===== src/rtl/nn_pkg.sv =====
// rtl/nn_pkg.sv - shared types, weight RAM map and FSM states for the NN training datapath
package nn_pkg;

  typedef logic signed [9:0] weight_t;
  typedef logic [9:0]        act_t;

  localparam logic [6:0] W_BASE_OUT0 = 7'd50;
  localparam logic [6:0] W_BASE_OUT1 = 7'd55;
  localparam logic [6:0] W_BASE_OUT2 = 7'd60;

  localparam int N_HID = 5;
  localparam int N_OUT = 3;

  typedef enum logic [2:0] {
    S_IDLE,
    S_READ,
    S_WAIT,
    S_CALC,
    S_WRITE,
    S_DONE
  } wu_state_t;

endpackage


===== src/rtl/weight_step_alu.sv =====
// rtl/weight_step_alu.sv - w_new = sat(w -/+ (delta*out >> (10+LR_SHIFT))), purely combinational
module weight_step_alu
  import nn_pkg::*;
#(
  parameter int LR_SHIFT = 3
) (
  input  logic [9:0] i_w,
  input  logic [9:0] i_delta_mag,
  input  logic       i_delta_sign,
  input  logic [9:0] i_out_cal,
  output logic [9:0] o_w_new
);

  logic [19:0]        w_prod;
  logic [9:0]         w_step;
  logic signed [11:0] w_w_ext;
  logic signed [11:0] w_sum;

  assign w_prod  = {10'd0, i_delta_mag} * {10'd0, i_out_cal};
  // Q2.7 x Q0.10 is Q2.17; dropping 10 bits lands back on Q2.7 before eta scaling
  assign w_step  = 10'(w_prod >> (10 + LR_SHIFT));
  assign w_w_ext = {{2{i_w[9]}}, i_w};
  assign w_sum   = i_delta_sign ? (w_w_ext + {2'b00, w_step})
                                : (w_w_ext - {2'b00, w_step});

  always_comb begin
    if (w_sum > 12'sd511)
      o_w_new = 10'b01_1111_1111;
    else if (w_sum < -12'sd512)
      o_w_new = 10'b10_0000_0000;
    else
      o_w_new = w_sum[9:0];
  end

endmodule


===== src/rtl/weight_update.sv =====
// rtl/weight_update.sv - read-modify-write update of the 15 output-layer weights
// Four cycles per weight (READ, WAIT, CALC, WRITE) followed by a one-cycle DONE.
module weight_update
  import nn_pkg::*;
#(
  parameter int LR_SHIFT = 3
) (
  input  logic                   i_clock,
  input  logic                   i_rst,
  input  logic                   i_start,
  input  logic [N_OUT*10-1:0]    i_delta_mag,
  input  logic [N_OUT-1:0]       i_delta_sign,
  input  logic [N_HID*10-1:0]    i_out_cal,
  output logic [6:0]             o_ram_addr,
  output logic                   o_ram_we,
  output logic [9:0]             o_ram_wdata,
  input  logic [9:0]             i_ram_rdata,
  output logic                   o_busy,
  output logic                   o_done
);

  localparam logic [2:0] LAST_I = 3'(N_HID - 1);
  localparam logic [1:0] LAST_N = 2'(N_OUT - 1);

  wu_state_t        r_state, w_next;
  logic [1:0]       r_n;
  logic [2:0]       r_i;
  logic [9:0]       r_dm [N_OUT];
  logic [N_OUT-1:0] r_ds;
  act_t             r_oc [N_HID];
  logic [9:0]       r_w, r_w_new, w_alu;
  logic [6:0]       w_base, w_addr;

  weight_step_alu #(.LR_SHIFT(LR_SHIFT)) u_alu (
    .i_w          (r_w),
    .i_delta_mag  (r_dm[r_n]),
    .i_delta_sign (r_ds[r_n]),
    .i_out_cal    (r_oc[r_i]),
    .o_w_new      (w_alu)
  );

  always_comb begin
    case (r_n)
      2'd1:    w_base = W_BASE_OUT1;
      2'd2:    w_base = W_BASE_OUT2;
      default: w_base = W_BASE_OUT0;
    endcase
  end

  assign w_addr = w_base + {4'd0, r_i};

  // Outputs decode straight from state so a reset drops the write strobe without waiting for a clock
  always_comb begin
    w_next      = r_state;
    o_ram_addr  = 7'd0;
    o_ram_we    = 1'b0;
    o_ram_wdata = 10'd0;
    o_busy      = 1'b1;
    o_done      = 1'b0;
    case (r_state)
      S_IDLE: begin
        o_busy = 1'b0;
        if (i_start) w_next = S_READ;
      end
      S_READ: begin
        o_ram_addr = w_addr;
        w_next     = S_WAIT;
      end
      S_WAIT: begin
        o_ram_addr = w_addr;
        w_next     = S_CALC;
      end
      S_CALC: begin
        o_ram_addr = w_addr;
        w_next     = S_WRITE;
      end
      S_WRITE: begin
        o_ram_addr  = w_addr;
        o_ram_we    = 1'b1;
        o_ram_wdata = r_w_new;
        w_next      = (r_i == LAST_I && r_n == LAST_N) ? S_DONE : S_READ;
      end
      S_DONE: begin
        o_done = 1'b1;
        w_next = S_IDLE;
      end
      default: begin
        o_busy = 1'b0;
        w_next = S_IDLE;
      end
    endcase
  end

  always_ff @(posedge i_clock or posedge i_rst) begin
    if (i_rst) begin
      r_state <= S_IDLE;
      r_n     <= 2'd0;
      r_i     <= 3'd0;
      r_ds    <= '0;
      r_w     <= 10'd0;
      r_w_new <= 10'd0;
      for (int k = 0; k < N_OUT; k++) r_dm[k] <= 10'd0;
      for (int k = 0; k < N_HID; k++) r_oc[k] <= 10'd0;
    end else begin
      r_state <= w_next;
      case (r_state)
        S_IDLE: begin
          if (i_start) begin
            r_n  <= 2'd0;
            r_i  <= 3'd0;
            r_ds <= i_delta_sign;
            for (int k = 0; k < N_OUT; k++) r_dm[k] <= i_delta_mag[k*10 +: 10];
            for (int k = 0; k < N_HID; k++) r_oc[k] <= i_out_cal[k*10 +: 10];
          end
        end
        S_WAIT:  r_w     <= i_ram_rdata;
        S_CALC:  r_w_new <= w_alu;
        S_WRITE: begin
          if (r_i != LAST_I) begin
            r_i <= r_i + 3'd1;
          end else if (r_n != LAST_N) begin
            r_i <= 3'd0;
            r_n <= r_n + 2'd1;
          end
        end
        default: ;
      endcase
    end
  end

endmodule


===== config.mk =====
export PLATFORM = sky130hd
export DESIGN_NAME = weight_update
export DESIGN_NICKNAME = d
export VERILOG_FILES = /design/src/rtl/nn_pkg.sv /design/src/rtl/weight_step_alu.sv /design/src/rtl/weight_update.sv
export SDC_FILE = /design/constraint.sdc
export NUM_CORES = 1
export LEC_CHECK = 0
export ABC_AREA = 1
export CORE_MARGIN = 2
export CORE_UTILIZATION = 40
export CTS_CLUSTER_SIZE = 20
export DETAILED_ROUTE_END_ITERATION = 8
export PLACE_DENSITY = 0.65
export SYNTH_ARGS = -nofsm -noshare
export SYNTH_HDL_FRONTEND = slang
export SYNTH_SLANG_ARGS = --single-unit

===== constraint.sdc =====
create_clock -name i_clock -period 11.9 [get_ports i_clock]
set_clock_uncertainty 0.15 [all_clocks]
set_input_delay 2.38 -clock i_clock [delete_from_list [all_inputs] [get_ports i_clock]]
set_output_delay 2.38 -clock i_clock [all_outputs]
set_load 0.01 [all_outputs]

**After elaboration in Yosys (flattened, before gate mapping)**

Cells that the tools add are included.

- Bits of input ports: 96
- Word-level logic and storage cells: 77
- Register bits after elaboration: 111
- Output and inout bits: 20

- Multiply operators: 1
- Bitwise gates (word level): 2
- Reduce and logical (&&, ||, !) cells: 8
- $lt $le $gt $ge: 5
- Eq/ne operators: 14
- Add/subtract/negate cells: 5
- Muxes and demuxes: 28

Operator list:

| kind | count |
|---|---|
| 2-to-1 mux 10 bit | 7 |
| binary-select mux 10 bit (select 3 bit) | 1 |
| binary-select mux 10 bit (select 2 bit) | 1 |
| multiplier 10 x 10 -> 20 bit | 1 |
| 2-to-1 mux 3 bit | 5 |
| one-hot mux 3 bit (5 select lines) | 1 |
| > comparator 12 x 10 -> 1 bit (second input constant) | 1 |
| less-than comparator 12 x 10 -> 1 bit (second input constant) | 1 |
| 2-to-1 mux 12 bit | 1 |
| adder 10 x 8 -> 11 bit | 1 |
| subtractor 10 x 8 -> 11 bit | 1 |
| == test 3 bit (second input constant) | 3 |
| != test 2 bit (second input constant) | 4 |
| one-hot mux 4 bit (2 select lines) | 1 |
| adder 7 x 3 -> 7 bit | 1 |
| 2-to-1 mux 7 bit | 1 |
| == test 3 x 2 -> 1 bit (second input constant) | 2 |
| 2-to-1 mux 2 bit | 3 |
| != test 3 bit (second input constant) | 2 |
| one-hot mux 3 bit (2 select lines) | 1 |
| OR reduction 5 bit | 1 |
| >= comparator 4 bit (second input constant) | 1 |
| 2-to-1 mux 1 bit | 4 |
| NOT 3 -> 4 bit | 1 |
| 17 further kinds | 17 |

**Logic depth before layout (Yosys ltp)**

Gate-level depths: netlist (run 1).

- Word-level depth: 10
- Depth in mapped cells: 48
- Depth with buffers taken out: 47

**Hierarchy**

Synthesis (run 1) repeated with hierarchy kept, for this count alone.

- Cells, all modules: 1,339
- Area, all modules: 10,143.5 um^2

By module, submodules not included:

| module | sequential area each (um^2) | area each (um^2) | cells each | instances |
|---|---|---|---|---|
| weight_update | 2,777.7 | 5,783.0 | 697 | 1 |
| weight_step_alu | 0.0 | 4,360.4 | 642 | 1 |

**Worst setup path before layout (run 1)**

No wires, ideal clock.

- Kind: register to register
- From: register r_n[0]
- To: register r_w_new[3]
- Setup slack: 3,959 ps
- Clock period less this slack: 7,941 ps
- Cell stages (with the launch flop): 40
- Setup time: 120 ps
- Arrival: 7,671 ps
- Path buffers: 1
- Required time: 11,630 ps
- Path through: dfrtp_1 > clkbuf_1 > or2_2 > a32oi_1 > inv_1 > nand2_1 > fa_1 > fa_1 > inv_1 > fa_1 > fa_1 > inv_1 > fa_1 > inv_1 > ha_1 > a21oi_1 > o21a_1 > nand2_1 > [... 4 more ...] > nand2_1 > o21ai_0 > fa_1 > nand3_1 > nand2_1 > a31oi_1 > inv_1 > a21oi_1 > o21bai_1 > nand2_1 > nand2_1 > a21oi_1 > xor2_1 > nand3_2 > nand3_4 > nand2_4 > inv_6 > a21oi_2

- Word-level cells in the longest chain between the ends: 10

Ends and longest elaborated chain:

| element | RTL line | source |
|---|---|---|
| start, declared | weight_update.sv:26 | `logic [1:0] r_n;` |
| start signal, assigned | weight_update.sv:123 | `r_n <= r_n + 2'd1;` |
| NOT 2 -> 3 bit (implied by the code) | weight_update.sv:36 | `.i_delta_mag (r_dm[r_n]),` |
| binary-select mux 10 bit (select 2 bit) | weight_update.sv:36 |  |
| 2-to-1 mux 10 bit (implied by the code) (2 in a row) | weight_update.sv:36 |  |
| multiplier 10 x 10 -> 20 bit | weight_step_alu.sv:19 | `assign w_prod = {10'd0, i_delta_mag} * {10'd0, i_out_cal};` |
| subtractor 10 x 8 -> 11 bit / adder 10 x 8 -> 11 bit (equally long branches) | weight_step_alu.sv:24, weight_step_alu.sv:23 |  |
| 2-to-1 mux 12 bit (*) | weight_step_alu.sv:23 | `assign w_sum = i_delta_sign ? (w_w_ext + {2'b00, w_step})` |
| less-than comparator 12 x 10 -> 1 bit | weight_step_alu.sv:29 | `else if (w_sum < -12'sd512)` |
| 2-to-1 mux 10 bit | weight_step_alu.sv:29 |  |
| 2-to-1 mux 10 bit (*) | weight_step_alu.sv:27 | `if (w_sum > 12'sd511)` |
| end signal, assigned | weight_update.sv:117 | `S_CALC: r_w_new <= w_alu;` |
| end, declared | weight_update.sv:31 | `logic [9:0] r_w, r_w_new, w_alu;` |

Every way passes the cells marked *; elsewhere a longest branch is shown, timed or not. The select of a mux whose other input is x is not followed.
A chain may end at the register's enable or synchronous reset.

**Worst setup path in the final report (run 1)**

- From: register r_i[0]
- To: register r_w_new[7]

- Word-level cells in the longest chain between the ends: 10

Ends and longest elaborated chain:

| element | RTL line | source |
|---|---|---|
| start, declared | weight_update.sv:27 | `logic [2:0] r_i;` |
| start signal, assigned | weight_update.sv:120 | `r_i <= r_i + 3'd1;` |
| NOT 3 -> 4 bit (implied by the code) (*) | weight_update.sv:38 | `.i_out_cal (r_oc[r_i]),` |
| binary-select mux 10 bit (select 3 bit) (*) | weight_update.sv:38 |  |
| 2-to-1 mux 10 bit (implied by the code) (*) (2 in a row) | weight_update.sv:38 |  |
| multiplier 10 x 10 -> 20 bit (*) | weight_step_alu.sv:19 |  |
| subtractor 10 x 8 -> 11 bit / adder 10 x 8 -> 11 bit (equally long branches) | weight_step_alu.sv:24, weight_step_alu.sv:23 |  |
| 2-to-1 mux 12 bit (*) | weight_step_alu.sv:23 |  |
| less-than comparator 12 x 10 -> 1 bit | weight_step_alu.sv:29 |  |
| 2-to-1 mux 10 bit | weight_step_alu.sv:29 |  |
| 2-to-1 mux 10 bit (*) | weight_step_alu.sv:27 |  |

Marked as above.

==> impl_results.md, run 1 <==
* Status: completed
* Initial Utilization at 0.410
* Synth-to-Final Area Change at 19.8%
* GR Util met2 at 0.314
* Clk root buf: clkbuf_16
* Largest net degree at the start of global routing at 95
* Kind of critical path: flop to flop
* Routability congestion estimate at 0.881
* Lkg Pwr at 5.74 nW
* Post-Place Worst Slack at 2.65 ns
* GR Util met3 at 0.0214
* CTS tree: yes
* Layout cells sized above 1 at 0.142
* Max Slew Vio Count at 0
* Nets at 1341
* Arr. time, crit path at 9.45 ns
* GRT Max-Usage Layer: met2
* Power per cell area at 69.1 nW/um2
* Wirelength per Cell at 15.6 um
* DRT iter0 DRCs at 387
* MaxCap Viol Count at 0
* Worst setup EP type: flop
* CP most frequent cell: inv_1
* Worst rel slew slack at 0.269
* DRC at 0
* Actual slew at the worst max-slew pin at 1.10 ns
* Reg2reg end: r_w_new[7]$_DFFE_PP0P_
* Vias/cell at 5.00
* Setup TNS at 0 ns
* Reg2Reg Launch Point: r_i[0]$_DFFE_PP0P_
* Hold buffer count at CTS at 0
* Distinct cells, synth at 39
* DR pass1 iterations at 5
* HP Start: r_w_new[0]$_DFFE_PP0P_
* FP Rows at 54
* CP Launch Type: flop
* Seq/Total Area, Yosys at 0.310
* Yosys reg bits at 111
* Reg2Reg Setup Slack at 2.59 ns
* Fin worst setup slack at 2.59 ns
* Clock sinks at 111
* Final instance area at 10700 um2
* Buffers on Ports at 115
* Die height at 154 um
* Io pins at 116
* Syn nets at 1231
* Worst Reg-to-Reg Cells at 43
* Die area at 23600 um2
* Cts repair resizes at 0
* Most frequent cells in the layout: 156 x inv_1, 151 x nand2_1, 122 x nor2_1
* Tcrit/Tclk final at 0.782
* Core area at 21900 um2
* Hold-critical path depth at 2
* Fin crit period at 9.31 ns
* VDD IR max at 0.0621 mV
* Antenna-violating nets left at 0
* Synthesized area at 8970 um2
* Clk slew on worst S/H paths at 0.07 ns
* Via count at 6972
* Worst hold path class: flop to flop
* Post-Synthesis Cells at 999
* Hold_ws at 0.347 ns
* Critical path fanouts, max at 32
* Syn Area/Cell at 8.98 um2
* Hold endpoint: r_w_new[0]$_DFFE_PP0P_
* First-pass GRT wire length at 36400 um
* H-tree depth at 3
* Slowest cell on crit path: dfrtp_1
* RSZ-0062 raised after global routing: no
* Worst-Skew Late Latency at 0.37 ns
* Total Power at 743 uW
* Initial antenna violation count at 1
* Gr usage total at 0.192
* Synthesis warning total at 0
* Total clock buffers created by CTS at 9
* Max Clock Freq at 107 MHz
* Commonest non-fill, non-tap cell in the layout: inv_1
* Die width at 154 um
* Max incr delay on CP at 1.01 ns
* Post-CTS setup buffers at 0
* WP data required at 12.04 ns
* Final hold vios at 0
* CTS Buffer Depth at 2
* Number of global-route vias before repair at 7258
* Gr ovfl total at 0
* Hpwl dp at 17400 um
* Placed inst area at 10400 um2
* Total wire length at 21700 um
* Met1 Track Usage GR at 0.271
* Final setup vio count at 0
[per-layer routing]
metal  wire length [um]  vias up
met3                879       21
met1              10300     3389
li1                   -     3404
met4                396        0
met2              10200      158
met5                  0        -
[cell usage after synthesis (all sizes together)]
library cell / number / area (um2)
mux2: 79 / 890
o21bai: 2 / 15.0
a21oi: 61 / 350
ha: 73 / 913
nor4: 3 / 18.8
xnor2: 4 / 35.0
nor2: 123 / 469
fa: 63 / 1260
a21o: 1 / 7.51
o21ai: 24 / 120
a21boi: 1 / 7.51
nand3: 43 / 265
a31oi: 2 / 12.5
clkbuf: 13 / 48.8
o21a: 2 / 15.0
buf: 10 / 42.5
or2: 18 / 113
nor3: 10 / 61.3
nand4: 3 / 18.8
a211oi: 2 / 15.0
nand2: 164 / 666
inv: 161 / 609
xor2: 17 / 156
dfrtp: 111 / 2780
a32oi: 9 / 78.8
[flip-flops by register name, summed over array words and instances, names as in the netlist]
register / cells
r_state: 3
r_n: 2
r_w: 10
r_ds: 3
r_w_new: 10
r_dm: 30
r_i: 3
r_oc: 50
[kinds of logic (layout without fill, tap and decap cells)]
kind of cell,Yosys count,in the layout,share of synthesized area
AND/OR/NAND/NOR,364,364,0.180
buffers and inverters,184,299,0.0781
adder cells (fa/ha/maj),136,136,0.243
flip-flops,111,111,0.310
AO/OA/AOI/OAI,104,104,0.0693
multiplexers,79,79,0.0992
XOR/XNOR,21,21,0.0213
other,0,1,0
[where the power goes]
| part | internal (mW) | switching (mW) | total [mW] |
|---|---|---|---|
| logic | 0.0338 | 0.0221 | 0.0559 |
| registers | 0.381 | 0.00293 | 0.384 |
| clock network | 0.153 | 0.150 | 0.303 |
[worst max path at each step]
stage                             end  cells past startpoint          startpoint
2_1_floorplan  r_w_new[3]$_DFFE_PP0P_                     39  r_n[0]$_DFFE_PP0P_
4_1_cts        r_w_new[7]$_DFFE_PP0P_                     43  r_i[0]$_DFFE_PP0P_
3_5_place_dp   r_w_new[7]$_DFFE_PP0P_                     43  r_i[0]$_DFFE_PP0P_
3_3_place_gp   r_w_new[5]$_DFFE_PP0P_                     41  r_i[0]$_DFFE_PP0P_
5_1_grt        r_w_new[7]$_DFFE_PP0P_                     41  r_i[0]$_DFFE_PP0P_
6_report       r_w_new[7]$_DFFE_PP0P_                     43  r_i[0]$_DFFE_PP0P_
[per-stage QoR]
| step | cells | utilization |
|---|---|---|
| 2_1_floorplan | 999 | - |
| 3_3_place_gp | 1378 | 0.477 |
| 3_5_place_dp | 1378 | 0.477 |
| 4_1_cts | 1394 | 0.491 |
| 5_1_grt | 1395 | 0.491 |
| 6_report | 1395 | 0.491 |
[worst max-delay path: cells and delay by family, from the launching register on]
| family | cells | cell delay [ns] |
|---|---|---|
| AND/OR/NAND/NOR | 13 | 1.50 |
| adder cells (fa/ha/maj) | 8 | 3.22 |
| buffers and inverters | 10 | 1.23 |
| XOR/XNOR | 3 | 0.71 |
| flip-flops | 1 | 1.01 |
| AO/OA/AOI/OAI | 9 | 1.42 |
[final cells by class]
| type | instances | area (um2) |
|---|---|---|
| fill | 2140 | 11100 |
| multi-input combinational | 704 | 5500 |
| sequential | 111 | 2780 |
| timing repair buffer | 122 | 1200 |
| inverter | 161 | 612 |
| tap | 280 | 350 |
| clock buffer | 10 | 239 |
| clock inverter | 6 | 62.6 |
| antenna | 1 | 2.50 |
Note: power is estimated with default switching activity, not from simulation.
==> inputs of run 2 (changes only) <==
--- a/config.mk
+++ b/config.mk
@@ -10,7 +10,7 @@
 export CORE_UTILIZATION = 40
 export CTS_CLUSTER_SIZE = 20
 export DETAILED_ROUTE_END_ITERATION = 8
-export PLACE_DENSITY = 0.65
+export PLACE_DENSITY = 0.67
 export SYNTH_ARGS = -nofsm -noshare
 export SYNTH_HDL_FRONTEND = slang
 export SYNTH_SLANG_ARGS = --single-unit
==> constraint.sdc (replaced) <==
create_clock -name i_clock -period 7.7 [get_ports i_clock]
set_clock_uncertainty 0.15 [all_clocks]
set_input_delay 1.54 -clock i_clock [delete_from_list [all_inputs] [get_ports i_clock]]
set_output_delay 1.54 -clock i_clock [all_outputs]
set_load 0.01 [all_outputs]
==> impl_results.md, run 2 (synthesis gave the netlist of run 1 again) <==
* Violated checks: setup timing
* Worst Reg-to-Reg Cells at 45 (+4.7%)
* Tcrit/Tclk final at 1.04 (+0.254)
* Clk root buf: clkbuf_16
* Worst-Skew Late Latency at 0.37 ns (about the same)
* FP Rows at 54 (unchanged)
* Fin crit period at 7.98 ns (-1.33 ns)
* Final design utilization at 0.597 (+0.106)
* Core area at 21900 um2 (unchanged)
* Antenna-violating nets left at 0 (unchanged)
* Arr. time, crit path at 8.07 ns (-1.38 ns)
* Initial antenna violation count at 1 (unchanged)
* Vias/cell at 5.00 (about the same)
* Placed insts at 1509 (+9.5%)
* Status: finished with violations
* Io pins at 116 (unchanged)
* Nets at 1531 (+14%)
* Max reg flops at 50 (unchanged)
* Fin worst setup slack at -0.277 ns (-2.87 ns)
* Area of the multi-input gates at 6300 um2 (+15%)
* First-pass GRT wire length at 41900 um (+15%)
* Register area at 2780 um2 (about the same)
* WP data required at 7.80 ns (-4.24 ns)
* DRC at 0 (unchanged)
* Max Slew Vio Count at 0 (unchanged)
* Total wire length at 25500 um (+17%)
* Max incr delay on CP at 0.55 ns (-0.46 ns)
* Worst rel slew slack at 0.214 (-0.0553)
* Lkg Pwr at 6.73 nW (+17%)
* CP most frequent cell: nand2_2
* Largest regs: r_oc: 50 flops, r_dm: 30 flops
* Total clock buffers created by CTS at 9 (unchanged)
* Clk slew on worst S/H paths at 0.08 ns (about the same)
* VDD IR max at 0.118 mV (+91%)
* Max Clock Freq at 125 MHz (+17%)
* Filler instances at 1837 (-14%)
* Kind of critical path: flop to flop
* Via count at 7922 (+14%)
* Largest net degree at the start of global routing at 86 (-9.5%)
* RSZ-0062 raised after global routing: yes
* Reg2Reg Setup Slack at -0.28 ns (-2.87 ns)
* CTS Buffer Depth at 2 (unchanged)
* Initial Utilization at 0.410 (unchanged)
* Power per cell area at 89.3 nW/um2 (+29%)
* Layout cells sized above 1 at 0.383 (+0.242)
* Most frequent cells in the layout: 182 x buf_4, 131 x inv_1, 118 x nand2_1
* DRT iter0 DRCs at 387 (unchanged)
* Post-Place Worst Slack at -0.435 ns (-3.09 ns)
* DR pass1 iterations at 5 (unchanged)
* Worst setup EP type: flop
* Reg with most FFs: r_oc
* Number of global-route vias before repair at 8420 (+16%)
* MaxCap Viol Count at 0 (unchanged)
* Gr ovfl total at 0 (unchanged)
* Slowest cell on crit path: fa_1
* Die area at 23600 um2 (unchanged)
* Setup TNS at -2.36 ns (-2.36 ns)
* Gr usage total at 0.220 (+0.0279)
* Final hold vios at 0 (unchanged)
* Actual slew at the worst max-slew pin at 1.18 ns (+0.0829 ns)
* Buffers on Ports at 115 (unchanged)
* CP Launch Type: flop
* Hpwl dp at 19000 um (+9.0%)
* Clock sinks at 111 (unchanged)
* Hold-critical path depth at 2 (unchanged)
* Final setup vio count at 10 (+10)
* Worst hold path class: flop to flop
* Routability congestion estimate at 0.867 (-1.6%)
* H-tree depth at 3 (unchanged)
* Wirelength per Cell at 16.1 um (+3.1%)
* Layout Cells excl Fill at 1585 (+14%)
* Commonest non-fill, non-tap cell in the layout: buf_4
* Die height at 154 um (unchanged)
* Die width at 154 um (unchanged)
* CTS tree: yes
* Hold_ws at 0.344 ns (-0.00283 ns)
* Synth-to-Final Area Change at 45.8%
* Critical path fanouts, max at 7 (-78%)
run 2: area by class of cell:
class,instances,share of cell area
timing repair inverter,1,0.000574
clock inverter,7,0.00584
tap,280,0.0268
antenna,1,0.000191
clock buffer,9,0.0172
inverter,161,0.0481
timing repair buffer,310,0.207
sequential,111,0.213
multi-input combinational,705,0.482
run 2: worst paths after layout:
check,start,end
hold / removal,r_w_new[1]$_DFFE_PP0P_,r_w_new[1]$_DFFE_PP0P_
setup reg to reg,r_n[0]$_DFFE_PP0P_,r_w_new[5]$_DFFE_PP0P_
hold reg to reg,r_w_new[1]$_DFFE_PP0P_,r_w_new[1]$_DFFE_PP0P_
min in group asynchronous,i_rst,r_w_new[7]$_DFFE_PP0P_
max in group asynchronous,i_rst,r_n[0]$_DFFE_PP0P_
setup / recovery,r_n[0]$_DFFE_PP0P_,r_w_new[5]$_DFFE_PP0P_
run 2: critical path, delay by kind of cell, from the launching register on:
family          cells  cell delay [ns]
compound gates      8             0.97
xor+xnor            2             0.35
fa+ha+maj           8             3.46
buf+inv            12             1.03
flops               1             0.48
simple gates       15             1.42
run 2: timing repair:
| item | 4_1_cts | 5_1_grt |
|---|---|---|
| cloned | 2 | 1 |
| resized for setup | 119 | 72 |
| setup endpoints to repair | 10 | 10 |
| setup buffers | 48 | 8 |
| hold endpoints to repair | 0 | 0 |
| pin swaps | 109 | 48 |
| hold buffers | 0 | 0 |
run 2: per-layer routing:
metal | vias to the layer above | global-route usage | share of wire
met3 | 24 | 0.0242 | 0.035
met4 | 0 | 0.0502 | 0.016
met1 | 3947 | 0.300 | 0.45
met5 | - | 0 | 0
li1 | 3784 | - | -
met2 | 167 | 0.378 | 0.50
run 2: power breakdown:
part / switching (mW) / internal [mW] / leakage, nW
clock network: 0.247 / 0.232 / 0.145
registers: 0.00500 / 0.589 / 1.42
logic: 0.0387 / 0.0568 / 5.17
run 2: through the flow:
| stage | power, mW | cell area (um2) |
|---|---|---|
| finish | 1.17 | 13100 |
| global route | 1.21 | 13100 |
| CTS | 1.17 | 12700 |
| detailed placement | 0.696 | 11500 |
| global placement | 0.695 | 11500 |
| floorplan | 0.631 | 9070 |
